[src/rtl/sd_block_responder_if.sv]
// rtl/sd_block_responder_if.sv - block-level SD request/buffer bus plus byte-wide memory port
//
// Groups everything between the SD initiator, the image backing memory and the
// responder. The slave modport is the responder's view; master is the view of
// whatever surrounds it (initiator, memory, mount logic).
//   sd_lba/sd_rd/sd_wr        request from initiator
//   sd_ack                    high for the whole transfer
//   sd_buff_addr/dout/wr/din  sector buffer traffic
//   img_mounted/img_size      mounted image description
//   mem_*                     byte memory port, mem_ready completes a request
//   err                       sticky out-of-range/unmounted flag
interface sd_block_responder_if #(
  parameter int MEM_AW = 32
);
  logic [31:0]       sd_lba;
  logic              sd_rd;
  logic              sd_wr;
  logic              sd_ack;
  logic [8:0]        sd_buff_addr;
  logic [7:0]        sd_buff_dout;
  logic              sd_buff_wr;
  logic [7:0]        sd_buff_din;
  logic              img_mounted;
  logic [31:0]       img_size;
  logic [MEM_AW-1:0] mem_addr;
  logic              mem_rd;
  logic              mem_wr;
  logic [7:0]        mem_wdata;
  logic [7:0]        mem_rdata;
  logic              mem_ready;
  logic              err;

  modport slave (
    input  sd_lba, sd_rd, sd_wr, sd_buff_din, img_mounted, img_size,
           mem_rdata, mem_ready,
    output sd_ack, sd_buff_addr, sd_buff_dout, sd_buff_wr,
           mem_addr, mem_rd, mem_wr, mem_wdata, err
  );

  modport master (
    output sd_lba, sd_rd, sd_wr, sd_buff_din, img_mounted, img_size,
           mem_rdata, mem_ready,
    input  sd_ack, sd_buff_addr, sd_buff_dout, sd_buff_wr,
           mem_addr, mem_rd, mem_wr, mem_wdata, err
  );
endinterface

[src/rtl/sd_block_responder.sv]
// rtl/sd_block_responder.sv - target end of the block-level SD interface backed by byte memory
//
// Serves one 512-byte sector per sd_rd/sd_wr rising edge from a mounted disk
// image held in a byte-wide memory. Reads move memory bytes into the initiator
// buffer via sd_buff_wr strobes; writes fetch buffer bytes and issue mem_wr.
// Requests beyond the image (or with no image) complete with zero data / no
// memory writes and raise the sticky err flag.
// Ports:
//   clock    system clock, posedge
//   RESET_N  asynchronous active-low reset
//   bus      sd_block_responder_if.slave (request, buffer, memory, err)
module sd_block_responder #(
  parameter int ACK_DELAY = 4,
  parameter int MEM_AW    = 32
) (
  input  logic                clock,
  input  logic                RESET_N,
  sd_block_responder_if.slave bus
);

  typedef enum logic [2:0] {
    IDLE, DLY, RD_REQ, RD_PUT, WR_ADR, WR_LAT, WR_MEM, DONE
  } state_t;

  state_t             state;
  logic               sd_rd_d;
  logic               sd_wr_d;
  logic               primed;
  logic [MEM_AW-10:0] lba;
  logic               is_write;
  logic               oor;
  logic [3:0]         dly_cnt;
  logic [8:0]         index;
  logic [7:0]         rd_byte;

  logic               rd_edge;
  logic               wr_edge;
  logic               oor_now;
  logic [8:0]         next_index;

  // A level held high through reset must not look like a fresh request, so
  // edges only count once the edge registers have sampled one real cycle.
  assign rd_edge    = primed & bus.sd_rd & ~sd_rd_d;
  assign wr_edge    = primed & bus.sd_wr & ~sd_wr_d;
  // A partial trailing sector is treated as outside the image.
  assign oor_now    = ~bus.img_mounted | (bus.sd_lba >= (bus.img_size >> 9));
  assign next_index = index + 9'd1;

  function automatic logic [MEM_AW-1:0] addr_at(input logic [8:0] idx);
    return {lba, idx};
  endfunction

  always_ff @(posedge clock or negedge RESET_N) begin
    if (!RESET_N) begin
      state            <= IDLE;
      sd_rd_d          <= 1'b0;
      sd_wr_d          <= 1'b0;
      primed           <= 1'b0;
      lba              <= '0;
      is_write         <= 1'b0;
      oor              <= 1'b0;
      dly_cnt          <= 4'd0;
      index            <= 9'd0;
      rd_byte          <= 8'd0;
      bus.sd_ack       <= 1'b0;
      bus.sd_buff_addr <= 9'd0;
      bus.sd_buff_dout <= 8'd0;
      bus.sd_buff_wr   <= 1'b0;
      bus.mem_addr     <= '0;
      bus.mem_rd       <= 1'b0;
      bus.mem_wr       <= 1'b0;
      bus.mem_wdata    <= 8'd0;
      bus.err          <= 1'b0;
    end else begin
      sd_rd_d        <= bus.sd_rd;
      sd_wr_d        <= bus.sd_wr;
      primed         <= 1'b1;
      bus.sd_buff_wr <= 1'b0;

      case (state)
        IDLE: begin
          // Read wins a simultaneous edge; the write edge is simply lost.
          if (rd_edge || wr_edge) begin
            lba      <= bus.sd_lba[MEM_AW-10:0];
            is_write <= ~rd_edge;
            oor      <= oor_now;
            bus.err  <= oor_now;
            dly_cnt  <= 4'd0;
            state    <= DLY;
          end
        end

        DLY: begin
          if (dly_cnt == 4'(ACK_DELAY - 1)) begin
            bus.sd_ack <= 1'b1;
            index      <= 9'd0;
            if (is_write) begin
              bus.sd_buff_addr <= 9'd0;
              state            <= WR_ADR;
            end else begin
              bus.mem_addr <= addr_at(9'd0);
              bus.mem_rd   <= ~oor;
              state        <= RD_REQ;
            end
          end else begin
            dly_cnt <= dly_cnt + 4'd1;
          end
        end

        RD_REQ: begin
          if (oor) begin
            rd_byte <= 8'h00;
            state   <= RD_PUT;
          end else if (bus.mem_ready) begin
            rd_byte    <= bus.mem_rdata;
            bus.mem_rd <= 1'b0;
            state      <= RD_PUT;
          end
        end

        RD_PUT: begin
          bus.sd_buff_wr   <= 1'b1;
          bus.sd_buff_addr <= index;
          bus.sd_buff_dout <= rd_byte;
          if (index == 9'd511) begin
            state <= DONE;
          end else begin
            index        <= next_index;
            bus.mem_addr <= addr_at(next_index);
            bus.mem_rd   <= ~oor;
            state        <= RD_REQ;
          end
        end

        // sd_buff_addr is already presented; the buffer answers a cycle later.
        WR_ADR: state <= WR_LAT;

        WR_LAT: begin
          bus.mem_wdata <= bus.sd_buff_din;
          bus.mem_addr  <= addr_at(index);
          bus.mem_wr    <= ~oor;
          state         <= WR_MEM;
        end

        WR_MEM: begin
          if (oor || bus.mem_ready) begin
            bus.mem_wr <= 1'b0;
            if (index == 9'd511) begin
              state <= DONE;
            end else begin
              index            <= next_index;
              bus.sd_buff_addr <= next_index;
              state            <= WR_ADR;
            end
          end
        end

        DONE: begin
          bus.sd_ack <= 1'b0;
          state      <= IDLE;
        end

        default: state <= IDLE;
      endcase
    end
  end

endmodule

[src/flat_wrapper.sv]
// flat-port wrapper written by rule: the top's interface ports become plain ports
module sd_block_responder_flat 
#(
  parameter int ACK_DELAY = 4,
  parameter int MEM_AW    = 32
)
  (clock, RESET_N, bus_sd_lba, bus_sd_rd, bus_sd_wr, bus_sd_buff_din, bus_img_mounted, bus_img_size, bus_mem_rdata, bus_mem_ready, bus_sd_ack, bus_sd_buff_addr, bus_sd_buff_dout, bus_sd_buff_wr, bus_mem_addr, bus_mem_rd, bus_mem_wr, bus_mem_wdata, bus_err);
  sd_block_responder_if #(.MEM_AW(MEM_AW)) bus_i ();
  input  logic clock;
  input  logic RESET_N;
  input wire logic [$bits(bus_i.sd_lba)-1:0] bus_sd_lba;
  input wire logic [$bits(bus_i.sd_rd)-1:0] bus_sd_rd;
  input wire logic [$bits(bus_i.sd_wr)-1:0] bus_sd_wr;
  input wire logic [$bits(bus_i.sd_buff_din)-1:0] bus_sd_buff_din;
  input wire logic [$bits(bus_i.img_mounted)-1:0] bus_img_mounted;
  input wire logic [$bits(bus_i.img_size)-1:0] bus_img_size;
  input wire logic [$bits(bus_i.mem_rdata)-1:0] bus_mem_rdata;
  input wire logic [$bits(bus_i.mem_ready)-1:0] bus_mem_ready;
  output wire logic [$bits(bus_i.sd_ack)-1:0] bus_sd_ack;
  output wire logic [$bits(bus_i.sd_buff_addr)-1:0] bus_sd_buff_addr;
  output wire logic [$bits(bus_i.sd_buff_dout)-1:0] bus_sd_buff_dout;
  output wire logic [$bits(bus_i.sd_buff_wr)-1:0] bus_sd_buff_wr;
  output wire logic [$bits(bus_i.mem_addr)-1:0] bus_mem_addr;
  output wire logic [$bits(bus_i.mem_rd)-1:0] bus_mem_rd;
  output wire logic [$bits(bus_i.mem_wr)-1:0] bus_mem_wr;
  output wire logic [$bits(bus_i.mem_wdata)-1:0] bus_mem_wdata;
  output wire logic [$bits(bus_i.err)-1:0] bus_err;
  assign bus_i.sd_lba = bus_sd_lba;
  assign bus_i.sd_rd = bus_sd_rd;
  assign bus_i.sd_wr = bus_sd_wr;
  assign bus_i.sd_buff_din = bus_sd_buff_din;
  assign bus_i.img_mounted = bus_img_mounted;
  assign bus_i.img_size = bus_img_size;
  assign bus_i.mem_rdata = bus_mem_rdata;
  assign bus_i.mem_ready = bus_mem_ready;
  assign bus_sd_ack = bus_i.sd_ack;
  assign bus_sd_buff_addr = bus_i.sd_buff_addr;
  assign bus_sd_buff_dout = bus_i.sd_buff_dout;
  assign bus_sd_buff_wr = bus_i.sd_buff_wr;
  assign bus_mem_addr = bus_i.mem_addr;
  assign bus_mem_rd = bus_i.mem_rd;
  assign bus_mem_wr = bus_i.mem_wr;
  assign bus_mem_wdata = bus_i.mem_wdata;
  assign bus_err = bus_i.err;
  sd_block_responder #(.ACK_DELAY(ACK_DELAY), .MEM_AW(MEM_AW)) u_core (.clock(clock), .RESET_N(RESET_N), .bus(bus_i));
endmodule
[config.mk]
export PLATFORM = sky130hd
export DESIGN_NAME = sd_block_responder_flat
export DESIGN_NICKNAME = d
export VERILOG_FILES = /design/src/rtl/sd_block_responder_if.sv /design/src/rtl/sd_block_responder.sv /design/src/flat_wrapper.sv
export SDC_FILE = /design/constraint.sdc
export NUM_CORES = 1
export LEC_CHECK = 0
export BUFFER_PORTS_ARGS = -buffer_cell sky130_fd_sc_hd__buf_4
export CORE_UTILIZATION = 25
export DETAILED_ROUTE_END_ITERATION = 12
export PLACE_DENSITY = 0.45
export SLEW_MARGIN = 25
export SYNTH_ARGS = -nofsm -noshare
export SYNTH_HDL_FRONTEND = slang
export SYNTH_SLANG_ARGS = --single-unit
[constraint.sdc]
create_clock -name clock -period 3.6 [get_ports clock]
set_input_delay 0.9 -clock clock [delete_from_list [all_inputs] [get_ports clock]]
set_output_delay 0.9 -clock clock [all_outputs]
set_load 0.01 [all_outputs]
==> impl_metrics.csv <==
group,metric,value,unit
run_status,status,"completed",
placement,place_area,0.006758,mm^2
critical_path,worstSetupPathType,"flip-flop to flip-flop",
timing,setup_viol,0,
clock_tree,postCtsHoldBufs,0,
synth,synth.area.top_cells,"dfrtp_1, mux2_2, ha_1, nand2_1, a21oi_1",
floorplanning,die_w,149.3,um
clock_tree,clk_path_buf_depth,2,
cells_and_area,final_area,0.007370,mm^2
drt,drc_errors,0,
clock_tree,cts.sinks,113,
drt,totalWireLength,14360,um
drt,drtIter0Drc,247,
floorplanning,die_y,149.3,um
clock_tree,tritoncts,"yes",
placement,pre_cts_ws,0.6474,ns
synth,yosysMostFrequentCell,"dfrtp_1",
timing,finClkSkew,0.007640,ns
power,ir_drop,0.0003149,V
synth,avgSynthCellArea,10.57,um^2
drt,vias,4336,
clock_tree,cts_buffers,17,
global_routing,grt_pass1_wl,23600,um
synth,yosys_warnings,0,
synth,synth_ff_type,"dfrtp_1",
synth,synthArstFlopShare,1.000,
global_routing,antenna_found_initial,0,
drt,vias_per_cell,4.579,
timing,worst_slew_pin_slew,0.7547,ns
timing,hold_viol_final,0,
drt,ant_nets,0,
global_routing,grt_util_all_layers,0.1372,
cells_and_area,drive_above_1_share,0.3497,
critical_path,cp.arrival,3.25,ns
critical_path,required,3.89,ns
floorplanning,rows,53,
clock_tree,post-cts-setup-buffers,0,
synth,synth_cells,513,
floorplanning,ioPinCount,148,
clock_tree,cts_htree_levels,4,
hold_path,hold_path.class,"flip-flop to flip-flop",
timing,fin_ws,0.6397,ns
placement,hpwl,10480,um
cells_and_area,multiInputGateArea,0.002351,mm^2
synth,synth_seq_area_share,0.5213,
power,power_density,848.3,mW/mm^2
drt,firstDrtPassIters,4,
timing,rsz0062_at_grt,"false",
global_routing,grt_max_degree,59,
synth,synth_top_cell_area_share,0.5213,
synth,syn-num-nets,625,
synth,synth.distinct_cells,54,
synth,netlist_area,0.005424,mm^2
timing,drv_slew,0,
timing,max_freq,337.8,MHz
floorplanning,core,0.02115,mm^2
cells_and_area,area_growth,35.87,%
critical_path,end_kind,"flip-flop",
placement,routabilityCongestion,0.7809,
cells_and_area,seq_area,0.002828,mm^2
synth,yosys_register_bits,113,
timing,fin_setup_tns,0,ns
synth,synth_edf_count,0,
placement,io_buffers,138,
drt,avgRoutedWirePerCell,15.16,um
clock_tree,post_cts_resize_count,0,
clock_tree,worstSkewPairLatency,0.41,ns
clock_tree,cts_root_buffer,"clkbuf_16",
global_routing,grt_overflow,0,
timing,slew_headroom,0.4968,
clock_tree,path_clk_slew,0.05,ns
cells_and_area,nFillCells,2125,
synth,yosys.area.top_type,"dfrtp_1",
timing,period_needed,2.960,ns
floorplanning,start_util,0.2564,
cells_and_area,antenna_cells,0,
floorplanning,die_area,0.02229,mm^2
critical_path,cp-start-kind,"flip-flop",
power,leakagePower,0.003515,uW
timing,period_share,0.8223,
critical_path,worstPathMaxFanout,27,
global_routing,grt_pass1_vias,4608,
cells_and_area,fin_nets,772,
job,drv_cap,0,
synth,ys_top_cells_by_count,"dfrtp_1, nand2_1, mux2_2, a21oi_1, nor2_1",
[power breakdown]
group | switching [uW] | internal, uW
logic | 1110 | 1140
clock network | 607 | 1120
registers | 427 | 1840
total | 2150 | 4100
[state kept, by name (all words and copies together), names as in the netlist]
register                 flops
u_core.bus.err               1
u_core.bus.mem_addr         32
u_core.bus.mem_rd            1
u_core.bus.mem_wdata         8
u_core.bus.mem_wr            1
u_core.bus.sd_ack            1
u_core.bus.sd_buff_addr      9
u_core.bus.sd_buff_dout      8
u_core.bus.sd_buff_wr        1
u_core.dly_cnt               4
u_core.index                 9
u_core.is_write              1
u_core.lba                  23
u_core.primed                1
u_core.rd_byte               8
u_core.sd_rd_d               1
u_core.sd_wr_d               1
u_core.state                 3
[per-stage QoR]
step | hold WS (ns) | cells | util | power (uW)
2_1_floorplan | 0.4391 | 513 | - | 3610
3_3_place_gp | 0.4484 | 916 | 0.3195 | 4520
3_5_place_dp | 0.4555 | 916 | 0.3195 | 4586
4_1_cts | 0.4677 | 947 | 0.3484 | 6360
5_1_grt | 0.4810 | 947 | 0.3484 | 6722
6_report | 0.4681 | 947 | 0.3484 | 6252
[metal layers]
| metal | vias to the layer above | wire length, um | share of wire | global-route usage |
|---|---|---|---|---|
| met4 | 0 | 141 | 0.0098 | 0.04745 |
| met2 | 141 | 6704 | 0.47 | 0.2214 |
| met3 | 11 | 1095 | 0.076 | 0.05046 |
| met5 | - | 0 | 0 | 0 |
| met1 | 2086 | 6415 | 0.45 | 0.1677 |
| li1 | 2098 | - | - | - |
[path summary, 6_finish.rpt]
check | slack (ns) | endpoint | from | depth (start not counted)
worst min-delay path | 0.47 | u_core.bus.sd_buff_dout[7]$_DFFE_PN0P_ | u_core.rd_byte[7]$_DFFE_PN0P_ | 2
worst max register to register | 0.64 | u_core.bus.mem_addr[28]$_DFFE_PN0P_ | u_core.index[0]$_DFFE_PN0P_ | 9
worst min register to register | 0.47 | u_core.bus.sd_buff_dout[7]$_DFFE_PN0P_ | u_core.rd_byte[7]$_DFFE_PN0P_ | 2
worst max-delay path | 0.64 | u_core.bus.mem_addr[28]$_DFFE_PN0P_ | u_core.index[0]$_DFFE_PN0P_ | 9
max in group asynchronous | 2.30 | u_core.lba[12]$_DFFE_PN0P_ | RESET_N | 2
min in group asynchronous | 0.57 | u_core.rd_byte[2]$_DFFE_PN0P_ | RESET_N | 1
[critical path: stages, from the launching register on]
cell and delay [ns]:
dfrtp_1 0.46, ha_1 0.30, and3_1 0.24, and3_1 0.22, and3_1 0.20, ha_1 0.23, nand2b_1 0.24, o32ai_4 0.18
buf_4 0.36, mux2_2 0.38
[cell usage in the layout (no fill, tap or decap), types with 4 or more instances in the layout]
cell type,count
a21oi_1,41
clkinvlp_4,5
a22oi_1,5
nor4_1,4
dfrtp_1,113
o31ai_1,5
clkbuf_16,17
mux2_2,46
nand2_1,73
a22o_1,10
nor3_1,6
nand2b_1,4
inv_1,27
nor2_1,37
nand3_1,9
and3_1,5
ha_1,26
buf_4,150
nand4_1,5
o21ai_0,29
[layout make-up]
cell class                      instances  share of cell area
Tap cell                              275             0.04669
Inverter                               29             0.01477
Clock buffer                           19             0.06146
Multi-Input combinational cell        349              0.3190
Sequential cell                       113              0.3837
Timing Repair Buffer                  150              0.1528
Clock inverter                         12             0.02156
[cells by family after synthesis]
group,share of synthesized area
AND/OR/NAND/NOR,0.1326
flip-flops,0.5213
adder cells (fa/ha/maj),0.05998
other,0.0006914
buffers and inverters,0.04521
multiplexers,0.09735
XOR/XNOR,0.004845
AO/OA/AOI/OAI,0.1380
(Power assumes the default switching activity.)
